`src/rtl/cpu_batch_driver_pkg.sv`:
```
// Shared definitions for the batch-compute driver: state encoding, default
// core geometry shared with the compute core, and an index-width helper.
package cpu_batch_driver_pkg;

    typedef enum logic [1:0] {
        ST_IDLE = 2'd0,
        ST_PUT  = 2'd1,
        ST_GET  = 2'd2,
        ST_DONE = 2'd3
    } drv_state_t;

    localparam int DEF_WIDTH   = 32;
    localparam int DEF_BATCH   = 6;
    localparam int DEF_OFFSET  = 10;
    localparam int DEF_TIMEOUT = 255;

    // Width of an index that counts 0..n-1; never narrower than one bit.
    function automatic int idx_width(input int n);
        return (n <= 1) ? 1 : $clog2(n);
    endfunction

endpackage

```
`src/rtl/cpu_batch_driver_wait_timer.sv`:
```
// Consecutive-idle-cycle counter shared by the PUT and GET phases.
// o_tc flags the stall cycle on which the count would reach TIMEOUT.
module cpu_drv_wait_timer #(
    parameter int TIMEOUT = 255
) (
    input  logic clk,
    input  logic rst_n,
    input  logic i_clr,
    input  logic i_inc,
    output logic o_tc
);

    localparam int CW = $clog2(TIMEOUT + 1);

    logic [CW-1:0] r_cnt;

    assign o_tc = i_inc && (r_cnt == CW'(TIMEOUT - 1));

    always_ff @(posedge clk or negedge rst_n) begin
        if (!rst_n) begin
            r_cnt <= '0;
        end else if (i_clr) begin
            r_cnt <= '0;
        end else if (i_inc && !o_tc) begin
            r_cnt <= r_cnt + CW'(1);
        end
    end

endmodule

```
`src/rtl/cpu_batch_driver.sv`:
```
// Initiator for the batch-compute core: puts BATCH words, drains BATCH results
// and checks them. Define CPU_DRV_FIRST_ERR_EN to expose first-mismatch capture.
module cpu_batch_driver
    import cpu_batch_driver_pkg::*;
#(
    parameter int WIDTH   = DEF_WIDTH,
    parameter int BATCH   = DEF_BATCH,
    parameter int OFFSET  = DEF_OFFSET,
    parameter int TIMEOUT = DEF_TIMEOUT
) (
    input  logic                         clk,
    input  logic                         reset,
    input  logic                         start,
    input  logic [WIDTH-1:0]             base,
    output logic                         busy,
    output logic                         done,
    output logic                         pass,
    output logic                         timeout,
    output logic [$clog2(BATCH+1)-1:0]   err_cnt,
    output logic [WIDTH-1:0]             put_datas,
    output logic                         EN_put,
    input  logic                         RDY_put,
    input  logic [WIDTH-1:0]             get,
    output logic                         EN_get,
    input  logic                         RDY_get
`ifdef CPU_DRV_FIRST_ERR_EN
    ,
    output logic [idx_width(BATCH)-1:0]  first_err_idx,
    output logic [WIDTH-1:0]             first_err_data
`endif
);

    localparam int IW = idx_width(BATCH);
    localparam int EW = $clog2(BATCH + 1);

    drv_state_t       r_state;
    drv_state_t       w_state_nxt;
    logic [WIDTH-1:0] r_base;
    logic [IW-1:0]    r_idx;
    logic [EW-1:0]    r_err;
    logic             r_timeout;
    logic             r_pass;

    logic             w_launch;
    logic             w_put_xfer;
    logic             w_get_xfer;
    logic             w_xfer;
    logic             w_wait_inc;
    logic             w_tc;
    logic             w_to;
    logic             w_last;
    logic             w_mismatch;
    logic [WIDTH-1:0] w_expect;
    logic [EW-1:0]    w_err_nxt;

    assign busy      = (r_state == ST_PUT) || (r_state == ST_GET);
    assign done      = (r_state == ST_DONE);
    assign pass      = r_pass;
    assign timeout   = r_timeout;
    assign err_cnt   = r_err;

    assign put_datas = r_base + WIDTH'(r_idx);
    assign w_expect  = r_base + WIDTH'(r_idx) + WIDTH'(OFFSET);
    assign w_last    = (r_idx == IW'(BATCH - 1));

    // Handshake terms kept outside the FSM block so the timer's terminal flag
    // can feed next-state logic without a block-level combinational loop.
    assign w_put_xfer = (r_state == ST_PUT) && RDY_put;
    assign w_get_xfer = (r_state == ST_GET) && RDY_get;
    assign w_xfer     = w_put_xfer || w_get_xfer;
    assign w_wait_inc = ((r_state == ST_PUT) && !RDY_put) ||
                        ((r_state == ST_GET) && !RDY_get);
    assign w_launch   = ((r_state == ST_IDLE) || (r_state == ST_DONE)) && start;
    assign w_to       = w_tc;
    assign EN_put     = w_put_xfer;
    assign EN_get     = w_get_xfer;

    assign w_mismatch = w_get_xfer && (get != w_expect);
    assign w_err_nxt  = (w_mismatch && (r_err != EW'(BATCH))) ? r_err + EW'(1) : r_err;

    cpu_drv_wait_timer #(
        .TIMEOUT (TIMEOUT)
    ) u_wait_timer (
        .clk   (clk),
        .rst_n (reset),
        .i_clr (w_launch || w_xfer),
        .i_inc (w_wait_inc),
        .o_tc  (w_tc)
    );

    always_comb begin
        w_state_nxt = r_state;
        case (r_state)
            ST_IDLE, ST_DONE: begin
                if (start) w_state_nxt = ST_PUT;
            end
            ST_PUT: begin
                if (w_put_xfer && w_last) w_state_nxt = ST_GET;
                else if (w_tc)            w_state_nxt = ST_DONE;
            end
            ST_GET: begin
                if (w_get_xfer && w_last) w_state_nxt = ST_DONE;
                else if (w_tc)            w_state_nxt = ST_DONE;
            end
            default: w_state_nxt = ST_IDLE;
        endcase
    end

    always_ff @(posedge clk or negedge reset) begin
        if (!reset) begin
            r_state   <= ST_IDLE;
            r_base    <= '0;
            r_idx     <= '0;
            r_err     <= '0;
            r_timeout <= 1'b0;
            r_pass    <= 1'b0;
        end else begin
            r_state <= w_state_nxt;
            if (w_launch) begin
                r_base    <= base;
                r_idx     <= '0;
                r_err     <= '0;
                r_timeout <= 1'b0;
                r_pass    <= 1'b0;
            end else begin
                if (w_xfer) r_idx <= w_last ? '0 : r_idx + IW'(1);
                r_err <= w_err_nxt;
                if (w_to) r_timeout <= 1'b1;
                // Status is frozen on the entry into DONE, including the last result.
                if ((w_state_nxt == ST_DONE) && (r_state != ST_DONE))
                    r_pass <= !w_to && (w_err_nxt == '0);
            end
        end
    end

`ifdef CPU_DRV_FIRST_ERR_EN
    logic [IW-1:0]    r_first_idx;
    logic [WIDTH-1:0] r_first_data;

    assign first_err_idx  = r_first_idx;
    assign first_err_data = r_first_data;

    always_ff @(posedge clk or negedge reset) begin
        if (!reset) begin
            r_first_idx  <= '0;
            r_first_data <= '0;
        end else if (w_launch) begin
            r_first_idx  <= '0;
            r_first_data <= '0;
        end else if (w_mismatch && (r_err == '0)) begin
            r_first_idx  <= r_idx;
            r_first_data <= get;
        end
    end
`endif

endmodule

```
`config.mk`:
```
export PLATFORM = sky130hd
export DESIGN_NAME = cpu_batch_driver
export DESIGN_NICKNAME = d
export VERILOG_FILES = /design/src/rtl/cpu_batch_driver_pkg.sv /design/src/rtl/cpu_batch_driver_wait_timer.sv /design/src/rtl/cpu_batch_driver.sv
export SDC_FILE = /design/constraint.sdc
export NUM_CORES = 1
export LEC_CHECK = 0
export BUFFER_PORTS_ARGS = -buffer_cell sky130_fd_sc_hd__buf_2
export CAP_MARGIN = 40
export CORE_MARGIN = 10
export CORE_UTILIZATION = 41
export CTS_CLUSTER_SIZE = 10
export DETAILED_ROUTE_END_ITERATION = 10
export GPL_ROUTABILITY_DRIVEN = 0
export HOLD_SLACK_MARGIN = 0.05
export PLACE_DENSITY = 0.7
export SLEW_MARGIN = 25
export SYNTH_ARGS = -nofsm -noshare
export SYNTH_HDL_FRONTEND = slang
export SYNTH_HIERARCHICAL = 1
export SYNTH_SLANG_ARGS = --single-unit
```
`constraint.sdc`:
```
create_clock -name clk -period 9.4 [get_ports clk]
set_input_delay 0.47 -clock clk [delete_from_list [all_inputs] [get_ports clk]]
set_output_delay 0.47 -clock clk [all_outputs]
set_load 0.02 [all_outputs]
```
* After elaboration in Yosys (flattened, before gate mapping)
Cells that the tools add are included.
** Storage, ports and cells
- Register bits after elaboration :: 50
- Latch bits :: 0
- Bits in writable memories :: 0
- ROM bits :: 0
- Bits of input ports :: 69
- Memories kept :: 0
** Cells by class
- Add/sub/neg operators :: 5
- $mul :: 0
- Div/mod/pow operators :: 0
- Order comparisons :: 0
- Equality and inequality tests :: 9
- Shift-type cells :: 0
- Mux-type cells :: 16
- Bitwise operators :: 0
- Reduce and logical (&&, ||, !) cells :: 28
** Operators with widths (number)
- 32-bit by 3-bit adder with 32-bit output :: 1
- 32-bit by 4-bit adder with 32-bit output (second input constant) :: 1
- 32-bit inequality test :: 1
- 8-bit 2-to-1 mux :: 2
- 3-bit 2-to-1 mux :: 5
- 1-bit logical AND :: 13
- 8-bit by 1-bit adder with 8-bit output (second input constant) :: 1
- 8-bit == test (second input constant) :: 1
- 2-bit 2-to-1 mux :: 4
- 2-bit nonzero test :: 4
- 3-bit by 1-bit adder with 3-bit output (second input constant) :: 2
- 2-bit == test (second input constant) :: 3
- 2-bit case mux with 3 select lines :: 1
- 1-bit logical OR :: 5
- 1-bit 2-to-1 mux :: 4
- 3-bit == test (second input constant) :: 1
- 1-bit zero test :: 3
- 3-bit zero test :: 1
- 3-bit inequality test (second input constant) :: 1
- 2-bit by 1-bit == test with 1-bit output (second input constant) :: 1
- 2-bit zero test :: 1
- 2-bit inequality test (second input constant) :: 1
- 2-bit OR reduction :: 1

* Depth between registers and ports, before layout
Gate-level depths: netlist (run 1).
- Depth in word-level cells :: 11
- Depth in mapped cells :: 18
- Depth with buffers taken out :: 17

* Modules after synthesis
The synthesis (run 1) kept the hierarchy.
** By module, submodules not included
- cpu_batch_driver :: instances 1, cells an instance 556, area each 4266.6 sq um
- cpu_drv_wait_timer :: instances 1, cells an instance 48, area each 506.7 sq um

* Least setup slack after synthesis (run 1)
Ideal clock, no wire load.
- Path kind :: flip-flop to flip-flop
- Start point :: register r_idx[0]
- End point :: register r_pass, in the netlist pass
- Library setup time :: 120 ps
- Arrival :: 4669 ps
- Slack :: 4611 ps
- Stages on the path, launching flop included :: 19
- Cell sequence :: dfrtp_1 > ha_1 > fa_1 > buf_2 > xor2_1 > ha_1 > nand2_1 > a211oi_1 > o211ai_1 > a21oi_1 > nand4_4 > nor2_1 > xnor2_1 > or3_1 > or4_4 > nor4_4 > a211oi_2 > mux2i_1 > a31o_1
** On the way
- Cells in the longest elaborated chain, start to end :: 10
- Elaborated cells on any way between the ends :: 19
- Those cells by class :: 2 x add/sub; 3 x eq/ne; 6 x mux; 8 x reduce/logical
** RTL lines
- start: declaration :: line cpu_batch_driver.sv:39 : logic [IW-1:0] r_idx;
- start signal: assignment :: line cpu_batch_driver.sv:126 : if (w_xfer) r_idx <= w_last ? '0 : r_idx + IW'(1);
- 32-bit by 3-bit adder with 32-bit output
- net put_datas[2] :: line cpu_batch_driver.sv:20 : output logic [WIDTH-1:0] put_datas,
- 32-bit by 4-bit adder with 32-bit output :: line cpu_batch_driver.sv:63 : assign w_expect = r_base + WIDTH'(r_idx) + WIDTH'(OFFSET);
- 32-bit inequality test :: line cpu_batch_driver.sv:78 : assign w_mismatch = w_get_xfer && (get != w_expect);
- 1-bit logical AND :: line cpu_batch_driver.sv:78
- 1-bit logical AND :: line cpu_batch_driver.sv:79 : assign w_err_nxt = (w_mismatch && (r_err != EW'(BATCH))) ? r_err + EW'(1) : r_err;
- 3-bit 2-to-1 mux :: line cpu_batch_driver.sv:79
- 3-bit zero test :: line cpu_batch_driver.sv:131 : r_pass <= !w_to && (w_err_nxt == '0);
- 1-bit logical AND :: line cpu_batch_driver.sv:131
- 1-bit 2-to-1 mux :: line cpu_batch_driver.sv:130 : if ((w_state_nxt == ST_DONE) && (r_state != ST_DONE))
- 1-bit 2-to-1 mux :: line cpu_batch_driver.sv:119 : if (w_launch) begin
- end signal: assignment :: line cpu_batch_driver.sv:131
- end: declaration :: line cpu_batch_driver.sv:42 : logic r_pass;
The timed path passes the listed nets, and every way through them passes these cells. The select of a mux whose other input is x is not followed.
A chain may end at the register's enable or synchronous reset.

* Worst setup path in the final report (run 1)
- Start point :: register r_idx[0]
- End point :: register r_pass, in the netlist pass
** On the way
- Cells in the longest elaborated chain, start to end :: 10
- Elaborated cells on any way between the ends :: 19
- Those cells by class :: 2 x add/sub; 3 x eq/ne; 6 x mux; 8 x reduce/logical
** RTL lines (line)
- 32-bit by 3-bit adder with 32-bit output :: cpu_batch_driver.sv:63
- 32-bit by 4-bit adder with 32-bit output :: cpu_batch_driver.sv:63
- 32-bit inequality test :: cpu_batch_driver.sv:78
- 1-bit logical AND :: cpu_batch_driver.sv:78
- 1-bit logical AND :: cpu_batch_driver.sv:79
- 3-bit 2-to-1 mux :: cpu_batch_driver.sv:79
- 3-bit zero test :: cpu_batch_driver.sv:131
- 1-bit logical AND :: cpu_batch_driver.sv:131
- 1-bit 2-to-1 mux :: cpu_batch_driver.sv:130
- 1-bit 2-to-1 mux :: cpu_batch_driver.sv:119
Several ways; a longest one is shown, not always the timed one. The select of a mux whose other input is x is not followed.

==> metrics.md, run 1 <==
| Metric | Value |
|---|---|
| Synth area leader | `dfrtp_1` |
| Finished Cell Area | `0.00552 mm2` |
| Max Slew Vio Count | `0` |
| Worst-margin pin slew | `0.768 ns` |
| Share of layout cells above drive strength 1 | `21.0%` |
| VDD IR-drop max | `0.109 mV` |
| I/O Pins | `110` |
| Total track usage | `16.1%` |
| Place WS | `4.34 ns` |
| Port buffer count | `109` |
| Initial antenna violation count | `0` |
| Post-synth top cells | `nand2_1 (122), dfrtp_1 (50), xnor2_1 (44)` |
| Met2 usage | `25.9%` |
| Clock skew | `0.00650 ns` |
| Htree depth | `2` |
| Setup WS post-layout | `4.34 ns` |
| Seq/Total Area, Yosys | `26.2%` |
| CTS resizes | `0` |
| Worst R2R Setup Slack | `4.34 ns` |
| Critical Path Sink | `pass` |
| DRC | `0` |
| Startpoint Class | `flip-flop` |
| Clock Path Buffers | `2` |
| Worst EP required | `9.58 ns` |
| Max Freq | `198 MHz` |
| Drt first pass iters | `7` |
| RSZ-0062 raised after global routing | `false` |
| R2R Path Start | `r_idx[0]` |
| Clk slew on worst S/H paths | `0.06 ns` |
| Non-Filler Instances | `835` |
| Initial Utilization | `41.8%` |
| HPWL Detailed | `10.9 mm` |
| Root Buffer | `clkbuf_16` |
| Worst setup EP type | `flip-flop` |
| Synth top area share | `26.2%` |
| Number of synthesized flops with an enable pin | `0` |
| Fin crit period | `5.06 ns` |
| Ant diodes | `0` |
| Worst r2r dst | `pass` |
| Met1 Use GR | `21.0%` |
| Worst setup path class | `flip-flop to flip-flop` |
| Tcrit/Tclk final | `53.8%` |
| Drt wl/cell | `16.2 um` |
| Post-CTS setup buffer count | `0` |
| Initial DRC Count | `314` |
| Final setup viols | `0` |
| Max-Cap Viols | `0` |
| Reg2reg path depth | `17` |
| CP Data Arrival Time | `5.23 ns` |
| Crit. Startpoint | `r_idx[0]` |
| Final-stage net count | `773` |
| ANT nets after route | `0` |
| Synth warn | `6` |
| Hold buffer count at CTS | `0` |
| Gr busiest metal | `met2` |
| Die X | `128 um` |
| Met3 Track Usage GR | `3.39%` |
| Post-Place Cells | `827` |
| Post-synthesis net count | `686` |
| Die area | `0.0164 mm2` |
| Number of global-route vias before repair | `4,697` |
| Number of vias after detailed routing | `4,727` |
| Global-route wire length before repair | `22.5 mm` |
| Critical path fanouts, max | `10` |
| P_leak | `2.56 nW` |
| Synth Instances | `604` |
| Setup_tns | `0 ns` |
| Pin count of the biggest net entering global routing | `51` |
| Top FF cell, synth | `dfrtp_1` |
| Most frequent cell after synthesis | `nand2_1` |
| Core Area | `0.0114 mm2` |
| DIE HEIGHT | `128 um` |
| Num rows | `39` |
| Syn-to-layout area delta | `15.7%` |
| CTS Sinks | `50` |
| Synthesized flop and latch total | `50` |
| Clk Latency, worst-skew pair | `0.29 ns` |
| Synthesized area | `0.00477 mm2` |
| Grt total ovfl | `0` |
| Avg Cell Area, Syn | `7.90 um2` |
| Total CTS buffers | `5` |
| Final hold vios | `0` |
| Hold Crit Class | `input pin to async pin` |
| Ranking of synthesized cells by area | `dfrtp_1 (26%), nand2_1 (9.6%), xnor2_1 (8.1%)` |
| CTS tree | `built` |
| Via/cell ratio | `5.66` |
| Run status | `finished clean` |
| Cell area power density | `290 mW/mm2` |
| WL final | `13.5 mm` |
| Yosys cell types | `81` |
| Placed Area | `0.00536 mm2` |
| Worst rel slew slack | `48.8%` |
| Post-synth ARST share | `100%` |
## worst min path at each step
stage,from,to,slack [ns],cells past startpoint
after floorplan,reset,err_cnt[0],0.17,0
after global placement,r_base[0],r_base[0],0.47,2
after detailed placement,r_base[0],r_base[0],0.48,2
after CTS,reset,err_cnt[1],0.23,1
after global routing,reset,timeout,0.25,1
final,reset,timeout,0.21,1
## stage by stage
| stage | hold slack, ns | power, mW | util (%) |
|---|---|---|---|
| 2_1_floorplan | 0.174 | 1.14 | - |
| 3_3_place_gp | 0.475 | 1.37 | 46.8 |
| 3_5_place_dp | 0.477 | 1.39 | 46.9 |
| 4_1_cts | 0.230 | 1.60 | 48.4 |
| 5_1_grt | 0.252 | 1.73 | 48.4 |
| 6_report | 0.211 | 1.60 | 48.4 |
## cells by family (layout without fill, tap and decap cells)
| group | Yosys count | in the layout | synth area share [%] |
|---|---|---|---|
| compound gates | 105 | 105 | 16.8 |
| xor+xnor | 75 | 75 | 14.2 |
| fa+ha+maj | 13 | 13 | 3.56 |
| buf+inv | 62 | 150 | 5.92 |
| flops | 50 | 50 | 26.2 |
| mux | 8 | 8 | 1.89 |
| simple gates | 291 | 291 | 31.4 |
## critical path: stages (launching register included)
cell and delay (ns):
dfrtp_1 0.41, ha_1 0.29, fa_1 0.55, xor2_1 0.22, ha_1 0.24, nand2_1 0.07, a211oi_1 0.24, o211ai_1 0.14
a21oi_1 0.55, nand4_4 0.26, nor2_1 0.17, xnor2_1 0.09, or3_1 0.37, or4_4 0.44, nor4_4 0.45, a211oi_2 0.12
mux2i_1 0.14, a31o_1 0.22
## report_power, final
part	switching, mW	internal (mW)	total [mW]
clock network	0.0767	0.126	0.202
logic	0.590	0.368	0.958
registers	0.147	0.293	0.439
total	0.813	0.787	1.60
## flip-flops by register name, indices dropped and copies added (netlist names)
| signal | count |
|---|---|
| timeout | 1 |
| pass | 1 |
| u_wait_timer/r_cnt | 8 |
| r_idx | 3 |
| r_state | 2 |
| err_cnt | 3 |
| r_base | 32 |
## per-layer routing
metal / routed length, um / share of wire, %
met1: 6000 / 44
met4: 258 / 1.9
met3: 971 / 7.2
met2: 6270 / 46
met5: 0 / 0
## final cells by class
| class | count | area [um2] |
|---|---|---|
| Fill cell | 1160 | 5900 |
| Clock inverter | 2 | 37.5 |
| Clock buffer | 6 | 129 |
| Inverter | 31 | 116 |
| Timing Repair Buffer | 111 | 571 |
| Sequential cell | 50 | 1250 |
| Multi-Input combinational cell | 492 | 3240 |
| Tap cell | 143 | 179 |
## cells in the final DEF, fill, tap and decap left out, types with 4 or more instances in the layout
| cell type | n |
|---|---|
| a211oi_1 | 5 |
| nand3_1 | 21 |
| mux2i_1 | 6 |
| and3_1 | 10 |
| nand2_1 | 122 |
| o21ai_0 | 19 |
| buf_2 | 108 |
| or3_1 | 12 |
| or2_2 | 4 |
| nor4_1 | 9 |
| a21oi_1 | 20 |
| o211ai_1 | 6 |
| and2_1 | 6 |
| nor3b_1 | 5 |
| and4_1 | 5 |
| nor2_1 | 34 |
| xor2_1 | 29 |
| a31oi_1 | 4 |
| clkbuf_16 | 5 |
| nor3_1 | 13 |
| nand4_1 | 18 |
| inv_1 | 31 |
| nand2b_1 | 4 |
| ha_1 | 12 |
| xnor2_1 | 44 |
| a211o_1 | 5 |
| dfrtp_1 | 50 |
| nor2b_1 | 6 |
Note: power is estimated with default switching activity, not from simulation.
==> run 2: changes to the inputs <==
Clock period 9.4 ns to 4.8 ns, I/O delays scaled along.
==> metrics.md, run 2 (same netlist as run 1, synthesis figures left out) <==
| Metric | Value |
|---|---|
| Most frequent cells in the layout | `nand2_1 (122), buf_2 (108), dfrtp_1 (50)` |
| Fin crit period | `4.62 ns` |
| Largest Register | `r_base` |
| Max FFs per register | `32` |
| Root Buffer | `clkbuf_16` |
| Worst r2r dst | `pass` |
| Fin Hold WS | `0.135 ns` |
| Total CTS buffers | `5` |
| Global-route wire length before repair | `23.8 mm` |
| Final hold vios | `0` |
| DRC | `0` |
| Run status | `finished clean` |
| Hold Path Origin | `base[27]` |
| Max Freq | `216 MHz` |
| Clock power share | `11.1%` |
| Clk Latency, worst-skew pair | `0.29 ns` |
| Grt total ovfl | `0` |
| Initial antenna violation count | `0` |
| Max-Cap Viols | `0` |
| Finished Cell Area | `0.00565 mm2` |
| Final setup viols | `0` |
| Switching share of power | `51.6%` |
| Share of layout cells above drive strength 1 | `23.5%` |
| Biggest regs | `r_base: 32 flops, u_wait_timer/r_cnt: 8 flops` |
| Hold EP | `r_base[27]` |
| Tcrit/Tclk final | `96.3%` |
| Drt first pass iters | `5` |
| Number of global-route vias before repair | `4,846` |
| Worst EP required | `4.98 ns` |
| Die X | `128 um` |
| P_leak | `2.63 nW` |
| Syn-to-layout area delta | `18.3%` |
| Setup WS post-layout | `0.178 ns` |
| VDD IR-drop max | `0.266 mV` |
| Gate power share | `62.2%` |
| R2R Path Start | `r_idx[0]` |
| Reg2reg path depth | `17` |
| Cell area power density | `568 mW/mm2` |
| Htree depth | `2` |
| Worst rel slew slack | `55.5%` |
| Total track usage | `17.1%` |
| Max Slew Vio Count | `0` |
| Post-Place Cells | `838` |
| Startpoint Class | `flip-flop` |
| Clock skew | `0.00838 ns` |
| Int Pwr | `1.55 mW` |
| Worst R2R Setup Slack | `0.18 ns` |
| Place WS | `-0.00717 ns` |
| CTS Sinks | `50` |
| Final Total Pwr | `3.21 mW` |
| Commonest non-fill, non-tap cell in the layout | `nand2_1` |
| Final-stage net count | `787` |
| Worst Hold Depth | `3` |
| HPWL Detailed | `11.5 mm` |
| Num rows | `39` |
| ANT nets after route | `0` |
| WL final | `14.5 mm` |
| Initial Utilization | `41.8%` |
| Worst-margin pin slew | `0.668 ns` |
| Non-Filler Instances | `849` |
| Core Area | `0.0114 mm2` |
| Critical path fanouts, max | `9` |
| I/O Pins | `110` |
| Hold Crit Class | `input pin to flip-flop` |
| Post-layout util | `49.5%` |
| Placed Area | `0.00544 mm2` |
| Worst setup path class | `flip-flop to flip-flop` |
| Pin count of the biggest net entering global routing | `51` |
| DIE HEIGHT | `128 um` |
| Switching power | `1.66 mW` |
| Worst setup EP type | `flip-flop` |
| Ant diodes | `0` |
| CP Data Arrival Time | `4.81 ns` |
| Drt wl/cell | `17.0 um` |
| Clock Path Buffers | `2` |
| Via/cell ratio | `5.69` |
| CTS tree | `built` |
| Clk slew on worst S/H paths | `0.07 ns` |
| Setup_tns | `0 ns` |
| Initial DRC Count | `348` |
| Number of vias after detailed routing | `4,834` |
| Part of the power in registers | `26.7%` |
| Port buffer count | `109` |
| Die area | `0.0164 mm2` |
[run 2: repair_timing]
| item | CTS | global route |
|---|---|---|
| pin swaps | 0 | 2 |
| setup endpoints to repair | 1 | 4 |
| endpoints found under the hold margin | 50 | 0 |
| buffers inserted | 0 | 2 |
| hold buffers | 1 | 0 |
| gates resized for setup | 1 | 9 |
[run 2: worst max path at each step]
stage,startpoint,endpoint,slack (ns)
after CTS,r_idx[0],pass,0.10
after floorplan,r_idx[0],pass,0.01
final,r_idx[0],pass,0.18
after detailed placement,r_idx[0],pass,-0.007
after global placement,r_idx[0],pass,0.16
after global routing,r_idx[0],pass,-0.002
[run 2: layout make-up]
| type | count | area (um2) |
|---|---|---|
| sequential | 50 | 1250 |
| fill | 1119 | 5770 |
| timing repair buffer | 125 | 676 |
| clock buffer | 5 | 125 |
| multi-input combinational | 492 | 3280 |
| clock inverter | 3 | 23.8 |
| inverter | 31 | 116 |
| tap | 143 | 179 |
[run 2: critical path, stage by stage (launching register included)]
cell	delay, ns
dfrtp_1	0.41
ha_2	0.24
fa_2	0.49
clkbuf_2	0.18
a2111oi_0	0.42
o311a_1	0.20
or3_1	0.13
a21boi_2	0.31
nand4_4	0.21
nor2_2	0.14
xnor2_1	0.08
or3_1	0.38
or4_4	0.44
nor4_4	0.27
buf_4	0.18
a211oi_2	0.06
mux2i_1	0.15
a31o_1	0.23
[run 2: power groups by stage]
stage	registers, mW	logic, mW	clock network, mW
2_1_floorplan	0.694	1.54	0
3_3_place_gp	0.843	1.90	0
6_report	0.856	2.00	0.355
4_1_cts	0.846	1.97	0.363
3_5_place_dp	0.853	1.95	0
5_1_grt	0.887	2.20	0.384
[run 2: per-layer routing]
metal,vias up,GRT usage [%],wire [um]
li1,2340,-,-
met1,2292,22.2,6370
met2,178,28.4,6810
met3,24,3.14,1030
met4,0,4.70,243
met5,-,0,0
